$ cat src/rtl/rr_arb_ctrl.sv
// Registered round-robin arbiter: one owner at a time, held until release or until the
// hold limit expires while others wait. Grant is published one-hot and as a binary index.
module rr_arb_ctrl #(
    parameter int unsigned nbits    = 8,
    parameter int unsigned hold_max = 4
) (
    input  logic                     clk,
    input  logic                     reset,
    input  logic [nbits-1:0]         req,
    output logic [nbits-1:0]         grant,
    output logic [$clog2(nbits)-1:0] grant_idx,
    output logic                     grant_val
);

    localparam int unsigned IdxW = $clog2(nbits);
    localparam int unsigned SumW = IdxW + 1;
    localparam logic [SumW-1:0] NbitsW  = SumW'(nbits);
    localparam logic [IdxW-1:0] LastIdx = IdxW'(nbits - 1);
    localparam logic [7:0]      HoldMax = 8'(hold_max);

    logic [nbits-1:0] grant_q, grant_d;
    logic [IdxW-1:0]  ptr_q, ptr_d;
    logic [7:0]       cnt_q, cnt_d;

    logic [2*nbits-1:0] req_dbl;
    logic [nbits-1:0]   req_rot;
    logic [IdxW-1:0]    off;
    logic [SumW-1:0]    sel_sum;
    logic [IdxW-1:0]    sel;
    logic [IdxW-1:0]    sel_next;
    logic               any_req;
    logic               owner_req;
    logic               others;

    // Rotate requests so bit 0 is the pointer position, then take the lowest set bit.
    always_comb begin
        req_dbl = {req, req} >> ptr_q;
        req_rot = req_dbl[nbits-1:0];
        off     = '0;
        for (int k = nbits - 1; k >= 0; k--) begin
            if (req_rot[k]) begin
                off = IdxW'(k);
            end
        end
        sel_sum = {1'b0, ptr_q} + {1'b0, off};
        if (sel_sum >= NbitsW) begin
            sel_sum = sel_sum - NbitsW;
        end
        sel      = sel_sum[IdxW-1:0];
        sel_next = (sel == LastIdx) ? '0 : sel + 1'b1;
    end

    assign any_req   = |req;
    assign owner_req = |(req & grant_q);
    assign others    = |(req & ~grant_q);

    always_comb begin
        grant_d = grant_q;
        ptr_d   = ptr_q;
        cnt_d   = cnt_q;
        if (grant_q == '0 || !owner_req) begin
            if (any_req) begin
                grant_d = nbits'(1) << sel;
                ptr_d   = sel_next;
                cnt_d   = 8'd1;
            end else if (grant_q != '0) begin
                grant_d = '0;
                cnt_d   = 8'd0;
            end
        end else if (cnt_q == HoldMax && others) begin
            // Pointer sits just past the owner, so sel always lands on a competitor.
            grant_d = nbits'(1) << sel;
            ptr_d   = sel_next;
            cnt_d   = 8'd1;
        end else begin
            cnt_d = (cnt_q >= HoldMax) ? HoldMax : cnt_q + 8'd1;
        end
    end

    always_ff @(posedge clk or negedge reset) begin
        if (!reset) begin
            grant_q <= '0;
            ptr_q   <= '0;
            cnt_q   <= 8'd0;
        end else begin
            grant_q <= grant_d;
            ptr_q   <= ptr_d;
            cnt_q   <= cnt_d;
        end
    end

    always_comb begin
        grant_idx = '0;
        for (int i = 0; i < nbits; i++) begin
            if (grant_q[i]) begin
                grant_idx = grant_idx | IdxW'(i);
            end
        end
    end

    assign grant     = grant_q;
    assign grant_val = |grant_q;

endmodule

$ cat config.mk
export PLATFORM = sky130hd
export DESIGN_NAME = rr_arb_ctrl
export DESIGN_NICKNAME = d
export VERILOG_FILES = /design/src/rtl/rr_arb_ctrl.sv
export SDC_FILE = /design/constraint.sdc
export NUM_CORES = 1
export LEC_CHECK = 0
export CORE_MARGIN = 2
export CORE_UTILIZATION = 56
export DETAILED_ROUTE_END_ITERATION = 8
export MAX_ROUTING_LAYER = met4
export PLACE_DENSITY = 0.8
export SLEW_MARGIN = 20
export SYNTH_ARGS = -nofsm -noshare
export SYNTH_HDL_FRONTEND = slang
export SYNTH_SLANG_ARGS = --single-unit
$ cat constraint.sdc
create_clock -name clk -period 4.2 [get_ports clk]
set_input_delay 0.84 -clock clk [delete_from_list [all_inputs] [get_ports clk]]
set_output_delay 0.84 -clock clk [all_outputs]
set_load 0.01 [all_outputs]
Yosys cells after proc, flatten, opt, wreduce, memory -nomap -nowiden
Cells that the tools add are included.
{"block": "classes", "magnitude_cmp": 2, "n_addsub": 4, "n_shift": 2, "mux": 28, "eq_ne": 4, "reduce_logical": 12, "bitwise_logic": 3}
{"operator": "2-to-1 mux 8 bit", "n": 8}
{"operator": "2-to-1 mux 3 bit", "n": 17}
{"operator": "OR reduction 8 bit", "n": 4}
{"operator": "bitwise AND 8 bit", "n": 2}
{"operator": ">> shifter 16 x 3 -> 8 bit", "n": 1}
{"operator": "adder 8 x 1 -> 8 bit, second input constant", "n": 1}
{"operator": "== test 8 x 3 -> 1 bit, second input constant", "n": 1}
{"operator": "greater-or-equal comparator 8 x 3 -> 1 bit, second input constant", "n": 1}
{"operator": "zero test 8 bit", "n": 1}
{"operator": "inverter 8 bit", "n": 1}
{"operator": "nonzero test 8 bit", "n": 1}
{"operator": "<< shifter 1 x 3 -> 8 bit, first input constant", "n": 1}
{"operator": "adder 3 x 3 -> 4 bit", "n": 1}
{"operator": "greater-or-equal comparator 4 bit, second input constant", "n": 1}
{"operator": "2-to-1 mux 2 bit", "n": 2}
{"operator": "AND reduction 2 bit", "n": 2}
{"operator": "adder 3 x 1 -> 3 bit, second input constant", "n": 1}
{"operator": "== test 3 bit, second input constant", "n": 1}
{"operator": "inequality test 3 x 2 -> 1 bit, second input constant", "n": 1}
{"operator": "subtractor 3 x 1 -> 3 bit, second input constant", "n": 1}
{"operator": "inequality test 2 bit, second input constant", "n": 1}
{"operator": "nonzero test 2 bit", "n": 1}
{"operator": "logical AND 1 bit", "n": 1}
{"operator": "zero test 1 bit", "n": 1}
{"operator": "other kinds (2)", "n": 2}
{"block": "totals", "ff_bits": 19, "out_inout_bits": 12, "wordCells": 58, "in_bits": 10}

Logic depth before layout (Yosys ltp)
Gate-level depths: netlist of the first run.
{"block": "logic_depth", "word_depth": 16, "mapped_depth": 16, "ltp_nobuf": 14}

Least setup slack after synthesis of the first run
No wires, ideal clock.
{"block": "synth_path", "kind": "input -> register", "from": "input port req[5]", "to": "register grant_q[7], in the netlist grant[7]", "t_required_ns": 4.075, "setup_slack_ns": 0.579, "cell_stages": 15, "t_arrival_ns": 3.496, "setup_time_ns": 0.125, "n_path_buf": 1, "cell_sequence": "clkbuf_1 -> mux4_1 -> o221ai_1 -> a21oi_1 -> nor2_1 -> a2bb2oi_1 -> nor2_1 -> ha_1 -> fa_1 -> xnor2_1 -> xnor2_1 -> ha_1 -> and3_1 -> a21oi_1 -> o21ai_1"}
{"block": "synth_via", "elab_chain_len": 15, "word_cells_on_any_way": 28, "classes_between": "add/sub (2); order compare (1); eq/ne (1); shift (2); mux (12); bitwise (2); reduce/logical (8)"}
{"item": "start, declared", "line_no": "9", "source": "input logic [nbits-1:0] req,"}
{"item": ">> shifter 16 x 3 -> 8 bit", "line_no": "37", "source": "req_dbl = {req, req} >> ptr_q;"}
{"item": "2-to-1 mux 3 bit (8 in series)", "line_no": "41", "source": "if (req_rot[k]) begin"}
{"item": "adder 3 x 3 -> 4 bit", "line_no": "45", "source": "sel_sum = {1'b0, ptr_q} + {1'b0, off};"}
{"item": "greater-or-equal comparator 4 bit / subtractor 3 x 1 -> 3 bit (equally long branches)", "line_no": "46, 47"}
{"item": "2-to-1 mux 3 bit", "line_no": "46", "source": "if (sel_sum >= NbitsW) begin"}
{"item": "<< shifter 1 x 3 -> 8 bit", "line_no": "63, 72"}
{"item": "2-to-1 mux 8 bit, on equally long branches", "line_no": "70, 62"}
{"item": "2-to-1 mux 8 bit", "line_no": "61", "source": "if (grant_q == '0 || !owner_req) begin"}
{"item": "end signal, assigned", "line_no": "86", "source": "grant_q <= grant_d;"}
{"item": "end, declared", "line_no": "21", "source": "logic [nbits-1:0] grant_q, grant_d;"}
Parallel ways exist; a longest one is shown, timed or not. The select of a mux whose other input is x is not followed.
A chain may end at the register's enable or synchronous reset.

Final worst setup path of the first run
{"block": "layout_path", "from": "input port req[2]", "to": "register grant_q[7], in the netlist grant[7]"}
Same word-level chain as after synthesis.

==> summary.txt, run 1 <==
Initial Util = 59.4%
die width = 61.2 microns
Total Power = 1.69 mW
worst path bufs/invs = 1
Critical Path RT = 4.40 ns
Nets = 261
most common cell in the netlist = nand2_1
r2r worst-path depth = 13
sequential share of the synthesized area = 26.0%
number of hold buffers added after CTS = 0
largest net degree at the start of global routing = 20
syn avg cell area = 8.43 sq um
TritonCTS buffer count = 3
Pins Over Slew Limit = 0
Hold Path Depth = 2
fraction of layout cells with a size suffix above 1 = 12.1%
Most used DFF post-synth = dfrtp_1
final worst path period need = 3.80 ns
Area contributors post-synth = dfrtp_1 (26%), ha_1 (6.8%), nand2_1 (4.1%)
Layout Skew = 0.00391 ns
Cell variety after synth = 52
HPWL after DPL = 3690 microns
Iter 0 DRT Violations = 180
status = finished clean
clock buffer depth = 2
CP peak stage delay = 0.61 ns
Skew-Pair Late Insertion Delay = 0.30 ns
clk sinks = 19
I/O pin count = 22
max frequency = 263 MHz
WL/cell = 17.0 microns
worst rel slew slack = 38.8%
routability cong. = 0.944
DRT Pass-1 Iters = 4
Setup violations, final = 0
Placed Cells = 279
top cell type by total area after synthesis = dfrtp_1
fin crit share = 90.4%
Layout Cells excl Fill = 283
PortBufs = 21
post-route ant nets = 0
EDFF count, synth = 0
synthesized instance count = 217
family with the most delay on the worst path = adder cells
ys async rst share = 100%
vias in the first global route = 1789
Post-CTS Setup Bufs = 0
Fin. Hold Viols = 0
first-pass GRT wire length = 8180 microns
vias per std cell = 6.34
# DRC = 0
warnings from Yosys = 0
H-tree Lvls = 1
RSZ-0062 raised after global routing = no
Fin Setup TNS = 0 ns
total gr overflow = 0
Mapped Nets = 238
worst vdd ir = 0.000607 V
hold crit path type = reg -> reg
PostCTS Resize Cnt = 0
vias = 1793
slowest cell on the critical path = mux4_1
TritonCTS clock tree = built
Worst Tran Pin Value = 0.914 ns
initial antenna violation count = 0
most frequent CP cell = ha_1
number of stages on the worst setup path = 14
core area = 3080 sq um
Max FO, Critical Path = 9
Cell Area, Synth = 1830 sq um
top cells by count, synth = nand2_1 (20), dfrtp_1 (19), nor2_1 (16), a21oi_1 (13), nand3_1 (13)
crit path launch type = input pin
Area growth, synth to finish = 16.2%
#FFs+latches synth = 19
critical path class = in -> reg
CP endpoint kind = register
max_cap viols = 0
Root Driver = clkbuf_4
Synth top area share = 26.0%
Worst Path Arrival = 4.00 ns
GRT Total Usage = 29.8%
n_diodes = 0
WL final = 4820 microns
row count = 20
Leakage = 0.902 nW
CTS clock-pin slew for the worst setup and hold paths = 0.11 ns
PwrDens = 793 nW/um^2
critical path, cell by cell = clkdlybuf4s50_1 > mux4_1 > o221ai_1 > a21oi_1 > nor2_1 > a2bb2oi_1 > nor2_1 > ha_1 > fa_1 > ha_1 > ha_1 > and3_1 > a21oi_1 > o21ai_1
worst reg2reg setup slack = 0.70 ns
die area = 3740 sq um
DIE HEIGHT = 61.2 microns
==> state kept, by name, summed over array words and instances, names as in the netlist <==
signal  cells
ptr_q       3
cnt_q       8
grant       8
==> kinds of logic after synthesis <==
family / Yosys count / synth area share (%)
buffers and inverters: 26 / 6.98
muxes: 9 / 6.57
and+or+nand+nor: 82 / 22.4
xor gates and xnor gates: 4 / 1.92
AOI/OAI and AO/OA: 66 / 28.2
adders and majority gates: 11 / 7.93
DFF: 19 / 26.0
==> worst paths after layout <==
path / endpoint / from
worst min-delay path: cnt_q[7] / cnt_q[7]
worst min register to register: cnt_q[7] / cnt_q[7]
worst max-delay path: grant[7] / req[2]
min in group asynchronous: ptr_q[0] / reset
worst max register to register: grant[7] / ptr_q[0]
max in group asynchronous: cnt_q[6] / reset
==> worst register-to-register path: stages, from the launching register on <==
cell	delay (ns)
dfrtp_1	0.72
mux4_1	0.69
o221ai_1	0.22
a21oi_1	0.07
nor2_1	0.11
a2bb2oi_1	0.07
nor2_1	0.09
ha_1	0.17
fa_1	0.48
ha_1	0.25
ha_1	0.20
and3_1	0.14
a21oi_1	0.11
o21ai_1	0.07
==> power by group <==
| part | switching, mW | internal, mW |
|---|---|---|
| registers | 0.0999 | 0.237 |
| logic | 0.695 | 0.558 |
| clock network | 0.0598 | 0.0356 |
| total | 0.855 | 0.831 |
==> cell type report <==
| class | count | area (sq um) |
|---|---|---|
| clock buffers | 3 | 22.5 |
| fillers | 263 | 952 |
| multi-input cells | 172 | 1230 |
| well taps | 44 | 55.1 |
| clock inverters | 1 | 5.00 |
| inverters | 11 | 41.3 |
| repair buffers | 33 | 300 |
| flip-flops and latches | 19 | 475 |
==> layout by cell type (no fill, tap or decap), types with 3 or more instances in the layout <==
master,Yosys,final
mux2i_1,6,6
ha_1,10,10
inv_1,11,11
a21oi_1,13,13
xnor2_1,3,3
o21ai_1,3,3
o211ai_2,6,6
clkdlybuf4s50_1,0,21
o2111ai_1,6,6
o21ai_0,5,5
a22oi_1,6,6
nand2_1,20,20
and2_1,3,3
dfrtp_1,19,19
a211o_1,5,5
nor3_1,6,6
clkbuf_4,0,3
buf_4,0,12
nor2_1,16,16
nand4_1,5,5
nor2b_1,5,5
nand3_1,13,13
a211oi_1,3,3
==> per-stage QoR <==
| step | setup slack, ns | instance area, sq um | hold WS [ns] | utilization (%) |
|---|---|---|---|---|
| 2_1_floorplan | 0.579 | 1830 | 0.464 | - |
| 3_3_place_gp | 0.201 | 2100 | 0.485 | 68.2 |
| 6_report | 0.401 | 2130 | 0.506 | 69.1 |
| 4_1_cts | 0.436 | 2130 | 0.510 | 69.1 |
| 3_5_place_dp | 0.119 | 2100 | 0.484 | 68.2 |
| 5_1_grt | 0.168 | 2130 | 0.560 | 69.1 |
==> per-layer routing <==
metal  track usage (%)  wire length [microns]
met4              9.32                     62
met1              40.3                   2170
met3              2.31                    233
met5                 -                      0
met2              47.7                   2350
Note: power is estimated with default switching activity, not from simulation.
==> run 2, diff against run 1 <==
--- a/config.mk
+++ b/config.mk
@@ -5,11 +5,12 @@
 export SDC_FILE = /design/constraint.sdc
 export NUM_CORES = 1
 export LEC_CHECK = 0
+export ABC_AREA = 0
 export CORE_MARGIN = 2
-export CORE_UTILIZATION = 56
+export CORE_UTILIZATION = 51
 export DETAILED_ROUTE_END_ITERATION = 8
 export MAX_ROUTING_LAYER = met4
-export PLACE_DENSITY = 0.8
+export PLACE_DENSITY_LB_ADDON = 0.3
 export SLEW_MARGIN = 20
 export SYNTH_ARGS = -nofsm -noshare
 export SYNTH_HDL_FRONTEND = slang
==> constraint.sdc (replaced) <==
create_clock -name clk -period 3.3 [get_ports clk]
set_input_delay 0.66 -clock clk [delete_from_list [all_inputs] [get_ports clk]]
set_output_delay 0.66 -clock clk [all_outputs]
set_load 0.01 [all_outputs]
==> run 2 against run 1 <==
Compared with the run above:
- routed wire length is 3.5% higher
- global-route usage is 3.9 points lower
- sequential share of layout area is 2.1 points lower
- core utilization is 0.37 points higher
- non-clock buffer count is 23 higher
- clock skew is 0.0016 ns lower
- first-iteration DRC count is 2.8% lower
- clock power is 33% higher
- worst hold slack better by 0.010 ns
- critical path type unchanged
- register-to-register slack worse by 0.47 ns
- final cell count is 8.8% higher
- count of clock-buffer cells in the layout stayed put
==> summary.txt, run 2 (synthesis results as in run 1) <==
HPWL after DPL = 3580 microns (-2.8%)
I/O pin count = 22 (unchanged)
worst vdd ir = 0.000795 V (+31%)
GRT Total Usage = 25.9% (-3.9 points)
# DRC = 0 (unchanged)
first-pass GRT wire length = 8310 microns (+1.7%)
hold crit path type = reg -> reg
Fin. Hold Viols = 0 (unchanged)
max frequency = 320 MHz
Initial Util = 54.0% (-5.5 points)
Skew-Pair Late Insertion Delay = 0.31 ns (about the same)
final worst path period need = 3.13 ns
TritonCTS clock tree = built
total gr overflow = 0 (unchanged)
Final WS setup = 0.171 ns (-0.230 ns)
P_sw = 1.20 mW (+40%)
core area = 3390 sq um (+10%)
FF-to-FF End = grant[7]
Hold Path Depth = 2 (unchanged)
Pins Over Slew Limit = 0 (unchanged)
largest net degree at the start of global routing = 22 (+10%)
clk sinks = 19 (unchanged)
crit path from = req[7]
Setup violations, final = 0 (unchanged)
Max FO, Critical Path = 3 (-6)
Layout Cells excl Fill = 308 (+8.8%)
WL/cell = 16.2 microns (-4.9%)
DRT Pass-1 Iters = 4 (unchanged)
fraction of layout cells with a size suffix above 1 = 26.7% (+15 points)
crit path launch type = input pin
PwrDens = 1080 nW/um^2 (+36%)
H-tree Lvls = 1 (unchanged)
max_cap viols = 0 (unchanged)
Worst Path Arrival = 3.34 ns (-0.66 ns)
Critical Path RT = 3.51 ns (-0.89 ns)
worst rel slew slack = 40.4% (+1.5 points)
fin util = 69.4% (+0.37 points)
worst reg2reg setup slack = 0.23 ns (-0.47 ns)
critical path class = in -> reg
Worst setup endpoint = grant[7]
commonest non-fill, non-tap cell in the layout = buf_4
vias in the first global route = 1762 (-1.5%)
Worst Tran Pin Value = 0.892 ns (-0.0228 ns)
initial antenna violation count = 0 (unchanged)
Root Driver = clkbuf_4
r2r worst-path depth = 13 (unchanged)
PortBufs = 21 (unchanged)
clock buffer depth = 2 (unchanged)
Int Pwr = 1.34 mW (+62%)
WL final = 4980 microns (+3.5%)
Clk pwr share = 5.0% (-0.7 points)
vias per std cell = 6.06 (-4.3%)
routability cong. = 0.929 (-1.6%)
n_diodes = 0 (unchanged)
die area = 4080 sq um (+9.1%)
register share of total power = 16.0% (-4.0 points)
status = finished clean
Nets = 284 (+8.8%)
Leakage = 1.02 nW (+13%)
Crit Reg-Reg Startpoint = ptr_q[1]
post-route ant nets = 0 (unchanged)
DIE HEIGHT = 63.9 microns (+4.5%)
Layout Skew = 0.00227 ns (-0.00163 ns)
Area growth, synth to finish = 28.7%
most frequent cells in the layout = buf_4 (33), nand2_1 (20), dfrtp_1 (18), nor2_1 (16)
TritonCTS buffer count = 3 (unchanged)
Iter 0 DRT Violations = 175 (-2.8%)
Placed Cells = 303 (+8.6%)
Comb power frac = 79.0% (+4.7 points)
number of hold buffers added after CTS = 0 (unchanged)
Switching Share = 47.1% (-3.6 points)
vias = 1867 (+4.1%)
row count = 21 (+5.0%)
dpl ws = -0.419 ns (-0.538 ns)
CP endpoint kind = register
fin crit share = 94.8%
die width = 63.9 microns (+4.5%)
CTS clock-pin slew for the worst setup and hold paths = 0.12 ns (about the same)
-- run 2: worst max-delay path, stage by stage --
cell and delay (ns):
clkdlybuf4s15_1 0.23, mux4_2 0.55, o21ai_2 0.18, a21oi_2 0.07, nor2_1 0.10, a2bb2oi_1 0.07, nor2_1 0.12, ha_2 0.20
fa_2 0.48, ha_4 0.19, ha_1 0.18, and3_4 0.15, a21oi_2 0.10, o21ai_1 0.06
-- run 2: area by class of cell --
cell class / count / area [sq um]
Multi-Input combinational cell: 172 / 1280
Fill cell: 273 / 1040
Sequential cell: 19 / 477
Timing Repair Buffer: 56 / 467
Tap cell: 46 / 57.6
Inverter: 11 / 41.3
Clock buffer: 3 / 22.5
Clock inverter: 1 / 5.00
-- run 2: how the worst min path moves through the flow --
| stage | slack, ns | to | startpoint |
|---|---|---|---|
| 2_1_floorplan | 0.36 | cnt_q[0] | reset |
| 3_3_place_gp | 0.48 | cnt_q[7] | cnt_q[7] |
| 3_5_place_dp | 0.49 | cnt_q[7] | cnt_q[7] |
| 4_1_cts | 0.51 | cnt_q[7] | cnt_q[7] |
| 5_1_grt | 0.56 | cnt_q[7] | cnt_q[7] |
| 6_report | 0.52 | cnt_q[7] | cnt_q[7] |
-- run 2: power groups by stage --
stage | Sequential, mW | Clock, mW | Combinational (mW)
2_1_floorplan | 0.371 | 0 | 1.20
3_5_place_dp | 0.405 | 0 | 1.81
5_1_grt | 0.415 | 0.136 | 2.23
4_1_cts | 0.402 | 0.128 | 1.82
3_3_place_gp | 0.405 | 0 | 1.78
6_report | 0.407 | 0.127 | 2.01
-- run 2: stage by stage --
step	setup TNS (ns)	hold slack, ns	area [sq um]	total power, mW
detailed placement	-3.56	0.487	2270	2.21
global placement	-3.02	0.481	2270	2.18
finish	0	0.516	2350	2.54
CTS	0	0.515	2290	2.35
global route	-0.00523	0.559	2350	2.78
floorplan	0	0.364	1840	1.57
-- run 2: routing by layer --
metal | up-vias | part of all wire [%] | track usage (%)
li1 | 908 | - | -
met3 | 6 | 5.4 | 1.58
met2 | 78 | 46 | 41.4
met1 | 875 | 47 | 35.7
met4 | 0 | 1.4 | 7.61
met5 | - | 0 | -
-- run 2: repair_timing --
action | CTS | global route
endpoints found under the setup margin | 8 | 8
setup buffers | 0 | 1
gates resized for setup | 10 | 25
endpoints found under the hold margin | 0 | 0
pin swaps | 0 | 10
gates cloned | 0 | 0
